$ cat src/rtl/frontier_sysid_pkg.sv
// Shared constants for the frontier system-identification register bank.
package frontier_sysid_pkg;

  localparam int unsigned DATA_W   = 32;
  localparam int unsigned UPTIME_W = 64;

  // Word addresses of the register map
  localparam int unsigned REG_SYSID     = 0;
  localparam int unsigned REG_TIMESTAMP = 1;
  localparam int unsigned REG_CAPS      = 2;
  localparam int unsigned REG_SCRATCH   = 3;
  localparam int unsigned REG_UPTIME_LO = 4;
  localparam int unsigned REG_HI_SHADOW = 5;
  localparam int unsigned REG_SECONDS   = 6;
  localparam int unsigned REG_RESERVED  = 7;
  localparam int unsigned REG_FEAT_BASE = 8;

  // CAPS field positions
  localparam int unsigned CAPS_VERSION_LSB = 24;
  localparam int unsigned CAPS_NFEAT_LSB   = 16;

endpackage

$ cat src/rtl/frontier_sysid_timebase.sv
// Free-running 64-bit uptime counter plus seconds counter driven by a cycle prescaler.
module frontier_sysid_timebase
  import frontier_sysid_pkg::*;
#(
  parameter int unsigned          CLOCK_HZ    = 50_000_000,
  parameter logic [UPTIME_W-1:0]  UPTIME_INIT = '0
) (
  input  logic                clock,
  input  logic                reset,
  input  logic                clear_i,
  output logic [UPTIME_W-1:0] uptime_o,
  output logic [DATA_W-1:0]   seconds_o
);

  localparam int unsigned PRE_W = $clog2(CLOCK_HZ);

  logic [UPTIME_W-1:0] uptime_q, uptime_d;
  logic [PRE_W-1:0]    prescaler_q, prescaler_d;
  logic [DATA_W-1:0]   seconds_q, seconds_d;

  // Next-state: count every cycle, roll seconds when the prescaler wraps, clear on request
  always_comb begin
    uptime_d    = uptime_q + UPTIME_W'(1);
    prescaler_d = prescaler_q + PRE_W'(1);
    seconds_d   = seconds_q;
    if (prescaler_q == PRE_W'(CLOCK_HZ - 1)) begin
      prescaler_d = '0;
      seconds_d   = seconds_q + DATA_W'(1);
    end
    if (clear_i) begin
      uptime_d    = '0;
      prescaler_d = '0;
      seconds_d   = '0;
    end
  end

  // State registers with synchronous reset
  always_ff @(posedge clock) begin
    if (reset) begin
      uptime_q    <= UPTIME_INIT;
      prescaler_q <= '0;
      seconds_q   <= '0;
    end else begin
      uptime_q    <= uptime_d;
      prescaler_q <= prescaler_d;
      seconds_q   <= seconds_d;
    end
  end

  assign uptime_o  = uptime_q;
  assign seconds_o = seconds_q;

endmodule

$ cat src/rtl/frontier_sysid_regs.sv
// Avalon-MM system-ID register bank: identity, caps, features, scratch, uptime and seconds.
module frontier_sysid_regs
  import frontier_sysid_pkg::*;
#(
  parameter logic [31:0]          SYSTEM_ID     = 32'h5005_0018,
  parameter logic [31:0]          TIMESTAMP     = 32'd12345,
  parameter logic [7:0]           VERSION       = 8'd2,
  parameter int unsigned          NUM_FEAT      = 4,
  parameter logic [((NUM_FEAT > 0) ? NUM_FEAT : 1)*32-1:0] FEATURE_WORDS = '0,
  parameter int unsigned          CLOCK_HZ      = 50_000_000,
  parameter int unsigned          ADDR_W        = 4,
  // Reset value of the uptime counter; 0 for normal builds
  parameter logic [UPTIME_W-1:0]  UPTIME_INIT   = '0
) (
  input  logic              clock,
  input  logic              reset,
  input  logic [ADDR_W-1:0] address,
  input  logic              read,
  input  logic              write,
  input  logic [31:0]       writedata,
  output logic [31:0]       readdata,
  output logic              readdatavalid
);

  logic [31:0]         addr_ext;
  logic                hit_scratch, hit_uptime;
  logic [UPTIME_W-1:0] uptime;
  logic [DATA_W-1:0]   seconds;
  logic [DATA_W-1:0]   caps;
  logic [DATA_W-1:0]   rd_mux_c;

  logic [DATA_W-1:0]   readdata_q, readdata_d;
  logic                rdvalid_q, rdvalid_d;
  logic [DATA_W-1:0]   scratch_q, scratch_d;
  logic [DATA_W-1:0]   hi_shadow_q, hi_shadow_d;

  // Widen the address so feature-window bounds never truncate for small ADDR_W
  assign addr_ext    = 32'(address);
  assign hit_scratch = (addr_ext == 32'(REG_SCRATCH));
  assign hit_uptime  = (addr_ext == 32'(REG_UPTIME_LO));

  frontier_sysid_timebase #(
    .CLOCK_HZ    (CLOCK_HZ),
    .UPTIME_INIT (UPTIME_INIT)
  ) u_timebase (
    .clock     (clock),
    .reset     (reset),
    .clear_i   (write && hit_uptime),
    .uptime_o  (uptime),
    .seconds_o (seconds)
  );

  // Capability word: version and feature count
  always_comb begin
    caps = '0;
    caps[CAPS_VERSION_LSB +: 8] = VERSION;
    caps[CAPS_NFEAT_LSB +: 8]   = 8'(NUM_FEAT);
  end

  // Read decode from current (pre-write) register values
  always_comb begin
    rd_mux_c = '0;
    case (addr_ext)
      32'(REG_SYSID):     rd_mux_c = SYSTEM_ID;
      32'(REG_TIMESTAMP): rd_mux_c = TIMESTAMP;
      32'(REG_CAPS):      rd_mux_c = caps;
      32'(REG_SCRATCH):   rd_mux_c = scratch_q;
      32'(REG_UPTIME_LO): rd_mux_c = uptime[31:0];
      32'(REG_HI_SHADOW): rd_mux_c = hi_shadow_q;
      32'(REG_SECONDS):   rd_mux_c = seconds;
      default:            rd_mux_c = '0;
    endcase
    for (int unsigned k = 0; k < NUM_FEAT; k++) begin
      if (addr_ext == 32'(REG_FEAT_BASE + k)) rd_mux_c = FEATURE_WORDS[k*32 +: 32];
    end
  end

  // Next-state for read pipeline, scratch and coherent high-word shadow
  always_comb begin
    readdata_d  = readdata_q;
    rdvalid_d   = read;
    scratch_d   = scratch_q;
    hi_shadow_d = hi_shadow_q;
    if (read) readdata_d = rd_mux_c;
    if (read && hit_uptime) hi_shadow_d = uptime[63:32];
    if (write && hit_scratch) scratch_d = writedata;
  end

  // Register stage with synchronous reset; a read in the reset cycle is dropped
  always_ff @(posedge clock) begin
    if (reset) begin
      readdata_q  <= '0;
      rdvalid_q   <= 1'b0;
      scratch_q   <= '0;
      hi_shadow_q <= '0;
    end else begin
      readdata_q  <= readdata_d;
      rdvalid_q   <= rdvalid_d;
      scratch_q   <= scratch_d;
      hi_shadow_q <= hi_shadow_d;
    end
  end

  assign readdata      = readdata_q;
  assign readdatavalid = rdvalid_q;

endmodule
$ cat config.mk
export PLATFORM = sky130hd
export DESIGN_NAME = frontier_sysid_regs
export DESIGN_NICKNAME = d
export VERILOG_FILES = /design/src/rtl/frontier_sysid_pkg.sv /design/src/rtl/frontier_sysid_timebase.sv /design/src/rtl/frontier_sysid_regs.sv
export SDC_FILE = /design/constraint.sdc
export NUM_CORES = 1
export LEC_CHECK = 0
export CELL_PAD_IN_SITES_DETAIL_PLACEMENT = 1
export CELL_PAD_IN_SITES_GLOBAL_PLACEMENT = 1
export CORE_MARGIN = 2
export CORE_UTILIZATION = 35
export CTS_BUF_LIST = sky130_fd_sc_hd__clkbuf_8
export DETAILED_ROUTE_END_ITERATION = 16
export PLACE_DENSITY = 0.75
export REMOVE_ABC_BUFFERS = 1
export SYNTH_ARGS = -nofsm -noshare
export SYNTH_HDL_FRONTEND = slang
export SYNTH_SLANG_ARGS = --single-unit
$ cat constraint.sdc
create_clock -name clock -period 3.07 [get_ports clock]
set_input_delay 0.614 -clock clock [delete_from_list [all_inputs] [get_ports clock]]
set_output_delay 0.614 -clock clock [all_outputs]
set_load 0.02 [all_outputs]
Word level (Yosys, flattened, before mapping)
Index checks and enable logic that the tools add are counted.
{ "word_totals": {"ff_bits": 219, "wordCells": 32} }
{ "classes": {"add_sub_neg": 3, "eq_ne": 11, "mux": 5, "reduce_logical": 6} }
{ "ops": {"columns": ["cell", "count"], "rows": [
  ["$pmux W32 S7", 1],
  ["$mux W32", 4],
  ["$add A64 B1 Y64 const B", 1],
  ["$add A32 B1 Y32 const B", 1],
  ["$logic_not A32 Y1", 1],
  ["$add A26 B1 Y26 const B", 1],
  ["$eq A26 B26 Y1 const B", 1],
  ["$eq A4 B4 Y1 const B", 4],
  ["$eq A4 B3 Y1 const B", 3],
  ["$eq A4 B2 Y1 const B", 2],
  ["$eq A4 B1 Y1 const B", 1],
  ["$logic_and A1 B1 Y1", 3],
  ["$reduce_or A3 Y1", 1],
  ["$reduce_or A2 Y1", 1]
]} }

Depth between registers and ports, before layout
{ "logic_depth": {"depth_word": 6, "mapped_depth": 8} }

By module
From an unflattened synthesis, not the netlist that was laid out.
{ "unflattened": {"cells_unflattened": 1201, "area_unflattened_um2": 9997.1} }
{ "by_module_without_submodules": {"columns": ["mod", "instances", "cells_per_inst", "area_each_um2", "seq_area_each_um2"], "rows": [
  ["frontier_sysid_timebase", 1, 687, 5756.8, 2442.3],
  ["frontier_sysid_regs", 1, 514, 4240.3, 1941.9]
]} }

Worst setup path before layout
OpenSTA, ideal clock, no wires.
{ "synth_timing": {"path_kind": "input to register", "from": "input address[1]", "to": "register u_timebase.seconds_q[0] (netlist: u_timebase.seconds_o[0])", "setup_ps": 128, "arrival_time_ps": 2069, "required_time_ps": 2942, "path_slack_ps": 873, "cell_stages": 6, "cell_sequence": "clkbuf_1 > nor4b_2 > a21o_1 > buf_2 > buf_1 > nor2_1"} }
{ "synth_via": {"elab_chain_len": 3} }
{ "synth_rtl": {"columns": ["item", "line", "source"], "rows": [
  ["from (decl)", "frontier_sysid_regs.sv:17", "input logic [ADDR_W-1:0] address,"],
  ["$eq A4 B3 Y1", "frontier_sysid_regs.sv:40", "assign hit_uptime = (addr_ext == 32'(REG_UPTIME_LO));"],
  ["$logic_and A1 B1 Y1", "frontier_sysid_regs.sv:48", ".clear_i (write && hit_uptime),"],
  ["$reduce_or A2 Y1 (no line)", null, null],
  ["to (signal assigned)", "frontier_sysid_timebase.sv:46", "seconds_q <= seconds_d;"],
  ["to (decl)", "frontier_sysid_timebase.sv:19", "logic [DATA_W-1:0] seconds_q, seconds_d;"]
]} }
No other way between the ends.
A chain may end at the register's enable or synchronous reset.

Final worst setup path
{ "layout_timing": {"from": "register u_timebase.prescaler_q[1]", "to": "register u_timebase.seconds_q[12] (netlist: u_timebase.seconds_o[12])"} }
{ "layout_via": {"elab_chain_len": 1} }
{ "layout_rtl": {"columns": ["item", "line", "source"], "rows": [
  ["from (decl)", "frontier_sysid_timebase.sv:18", "logic [PRE_W-1:0] prescaler_q, prescaler_d;"],
  ["from (signal assigned)", "frontier_sysid_timebase.sv:45", "prescaler_q <= prescaler_d;"],
  ["$eq A26 B26 Y1", "frontier_sysid_timebase.sv:26", "if (prescaler_q == PRE_W'(CLOCK_HZ - 1)) begin"]
]} }
No other way between the ends.

==> results <==
- The met2 routing resource usage after global routing is 0.365.
- The critical path is of the reg -> reg type.
- For this block, the via count after detailed routing is 9262.
- The number of global-route vias before repair came to 9276.
- The initial utilization of the core area, before any placement, comes to 0.358.
- Summed over all nets, the half-perimeter wirelength after detailed placement is 22400 um.
- The final worst-path cycle share is 0.851.
- The run finished with clean final reports.
- Clock skew on the completed layout was measured at 0.0238 ns.
- For this run, the top clock speed supported by timing is 0.383 GHz.
- At the later pin of the worst-skew pair, clock insertion delay measures 0.55 ns.
- The path class of the lowest-slack min-delay path is reg -> reg.
- The clock transition time at the flip-flop clock pins of the worst setup and hold paths is 0.06 ns.
- Across the run, the number of max-cap violations was 0.
- The category of the worst setup path capture point is a register.
- The average instance area after synthesis is 8.10 um^2.
- The clock drives 219 sinks.
- The die is 171 um tall.
- Along the worst path, the maximum fanout reaches 15.
- The TritonCTS clock tree is yes.
- The count of routing violations after the opening detailed-route iteration is 603.
- The number of failing hold endpoints at the final stage is 0.
- The sum of overflow across all layers after global routing is 0.
- The total wire length after detailed routing is 31800 um.
- The total number of H-tree levels is 2.
- The width of the die is 171 um.
- The Yosys step of the flow raised 0 warnings.
- The pin count of the biggest net entering global routing is 82.
- For this run, the post-layout net count is 1325.
- The initial antenna violation count was 0.
- The first-pass GRT wire length is 51300 um.
- The total core area is 27100 um^2.
- The post-detailed-route wirelength per cell is 18.9 um.
- Summed over all cells, the static leakage comes to 3.84 nW.
- For this design, the CTS-stage hold fixing added 0 buffers.
- Across every metal layer, demand over resource in global routing totals 0.223.
- Setup repair after global routing left no endpoint under its margin.
- The cell sitting at the root of the clock tree is a sky130_fd_sc_hd__clkbuf_8.
- Buffers placed on the I/O ports in this run total 72.
- The layout has 3240 filler cells.
- After floorplanning, the core was divided into 60 placement rows.
- In this run, synthesis produced a sequential element count of 219.
- The actual slew at the worst max-slew pin is 0.749 ns.
- The number of ports placed on the die boundary is 73.
- The normalized max-slew margin is 0.496.
- The required time at the endpoint of the critical path is 3.54 ns.
- In this run the power density over the cells is 504 nW/um^2.
- The layout cell share with drive strength beyond 1 is 0.0930.
- The number of iterations in the first detailed-routing pass is 6.
- The number of CTS-inserted buffers is 40.
- Among all flip-flop cells after synthesis, the most frequent one is sky130_fd_sc_hd__dfxtp_1.
- The kind of launch point of the worst setup path is a register.
- The post-route core utilization is 0.437.
- VDD sags by at most 0.000277 V.
- Setup violations remaining at the end of the flow were counted as 0.
- For this run, global-route usage on met3 was measured as 0.0349.
- The remaining antenna violation count is 0.
- The count of flip-flops with a built-in enable after synthesis is 0.
- Of the synthesized area, sequential elements account for 0.452.
- At the worst endpoint, the arrival time is 3.08 ns.
- The routability congestion estimate from global placement is 0.842.
- Setup slack on the worst reg-to-reg path comes out at 0.46 ns.
- The number of slew-limit violations in the final report was 0.
- The area added between synthesis and finish is 22.0%.
- The cell area that synthesis handed to floorplanning was 9710 um^2.
- The post-route DRC violation count is 0.
- In the synthesized netlist, the number of instances is 1198.
- The final critical-path required period is 2.61 ns.
- The number of setup buffers added after CTS is 0.
- After synthesis, the share of flip-flops with an asynchronous set or reset is 0.
- The met1 capacity usage during global routing is 0.302.
- The total chip power is 5.96 mW.
- The via density per instance is 5.50.
- Yosys mapped the design onto 53 distinct sky130hd cell types.
- The maximum clock path buffer count is 3.
- The final antenna diode count is 0.
- The floorplan step defined a die boundary enclosing 29100 um^2.
- The most used routing layer in global routing is met2.
- The quantity of gates resized following cts is 0.
-- power breakdown --
group	leakage, nW	internal, mW	switching, mW
registers	1.77	2.86	0.0152
logic	1.60	0.103	0.156
clock network	0.470	1.59	1.24
-- cells in the mapped netlist, drive strengths merged, types with 4 or more instances --
cell,instances,share of area
a222oi,25,0.026
nand3,47,0.025
nand2,197,0.076
a22oi,9,0.0070
nor3,13,0.0072
and4,10,0.0090
xor2,44,0.040
a21oi,164,0.085
inv,22,0.0085
xnor2,28,0.025
o21ai,42,0.022
and2,6,0.0039
or4,18,0.014
nor4,15,0.013
nand4,45,0.032
or3,29,0.019
nor2b,4,0.0026
or2,4,0.0026
nor3b,4,0.0031
clkbuf,54,0.021
dfxtp,219,0.45
buf,15,0.0064
and3,14,0.0090
nor4bb,4,0.0041
nor2,120,0.046
o31ai,14,0.011
-- worst max-delay path: stages, from the launching register on --
cell and delay [ns]:
sky130_fd_sc_hd__dfxtp_1 0.38, sky130_fd_sc_hd__ha_1 0.27, sky130_fd_sc_hd__nand2_1 0.15, sky130_fd_sc_hd__nor4b_4 0.42, sky130_fd_sc_hd__nand3_1 0.53, sky130_fd_sc_hd__or4_1 0.64, sky130_fd_sc_hd__a21oi_1 0.16
-- cells by family after synthesis --
family,synth area share
compound gates,0.162
fa+ha+maj,0.00387
buf+inv,0.0364
mux,0.00103
xor+xnor,0.0650
simple gates,0.280
flops,0.452
-- registers in the layout, indices dropped and copies added (netlist names) --
signal,count
hi_shadow_q,32
scratch_q,32
readdatavalid,1
readdata,32
u_timebase.prescaler_q,26
u_timebase.uptime_o,64
u_timebase.seconds_o,32
-- through the flow --
step / TNS (ns) / cell area [um^2] / instances / hold WS, ns / setup slack, ns
final: 0 / 11800 / 1684 / 0.454 / 0.459
after global routing: 0 / 11800 / 1684 / 0.439 / 0.297
after CTS: 0 / 11800 / 1684 / 0.430 / 0.522
after detailed placement: 0 / 11000 / 1612 / 0.447 / 0.215
after global placement: 0 / 11000 / 1612 / 0.445 / 0.312
after floorplan: -98.17 / 9440 / 1129 / 0.426 / -1.04
-- cell usage in the layout (no fill, tap or decap), types with 5 or more instances in the layout --
master / n
sky130_fd_sc_hd__a21oi_1: 164
sky130_fd_sc_hd__a222oi_1: 25
sky130_fd_sc_hd__a22oi_1: 9
sky130_fd_sc_hd__and2_1: 5
sky130_fd_sc_hd__and3_1: 14
sky130_fd_sc_hd__and4_1: 10
sky130_fd_sc_hd__buf_4: 37
sky130_fd_sc_hd__clkbuf_8: 55
sky130_fd_sc_hd__clkdlybuf4s50_1: 71
sky130_fd_sc_hd__dfxtp_1: 219
sky130_fd_sc_hd__inv_1: 33
sky130_fd_sc_hd__nand2_1: 197
sky130_fd_sc_hd__nand3_1: 46
sky130_fd_sc_hd__nand4_1: 42
sky130_fd_sc_hd__nor2_1: 120
sky130_fd_sc_hd__nor3_1: 12
sky130_fd_sc_hd__nor4_1: 12
sky130_fd_sc_hd__o21ai_0: 42
sky130_fd_sc_hd__o31ai_1: 14
sky130_fd_sc_hd__or3_1: 29
sky130_fd_sc_hd__or4_1: 16
sky130_fd_sc_hd__xnor2_1: 28
sky130_fd_sc_hd__xor2_1: 44
-- cell type report --
class                           count  area, um^2  area share
Inverter                           23        86.3     0.00729
Tap cell                          372         465      0.0393
Multi-Input combinational cell    887        5020       0.424
Sequential cell                   219        4380       0.370
Clock inverter                     17        76.3     0.00645
Timing Repair Buffer              111        1050      0.0885
Clock buffer                       55         757      0.0639
-- worst paths after layout --
| check | startpoint | cells past startpoint | to |
|---|---|---|---|
| hold reg to reg | hi_shadow_q[8]$_SDFFE_PP0P_ | 2 | hi_shadow_q[8]$_SDFFE_PP0P_ |
| setup / recovery | u_timebase.prescaler_q[1]$_SDFF_PP0_ | 6 | u_timebase.seconds_o[12]$_SDFFE_PP0P_ |
| setup reg to reg | u_timebase.prescaler_q[1]$_SDFF_PP0_ | 6 | u_timebase.seconds_o[12]$_SDFFE_PP0P_ |
| hold / removal | hi_shadow_q[8]$_SDFFE_PP0P_ | 2 | hi_shadow_q[8]$_SDFFE_PP0P_ |
-- metal layers --
layer | routed length, um | part of all wire
met1 | 14700 | 0.46
met2 | 14700 | 0.46
met3 | 1630 | 0.051
met4 | 775 | 0.024
met5 | 0 | 0
No activity file was read; power rests on OpenSTA's default activity.
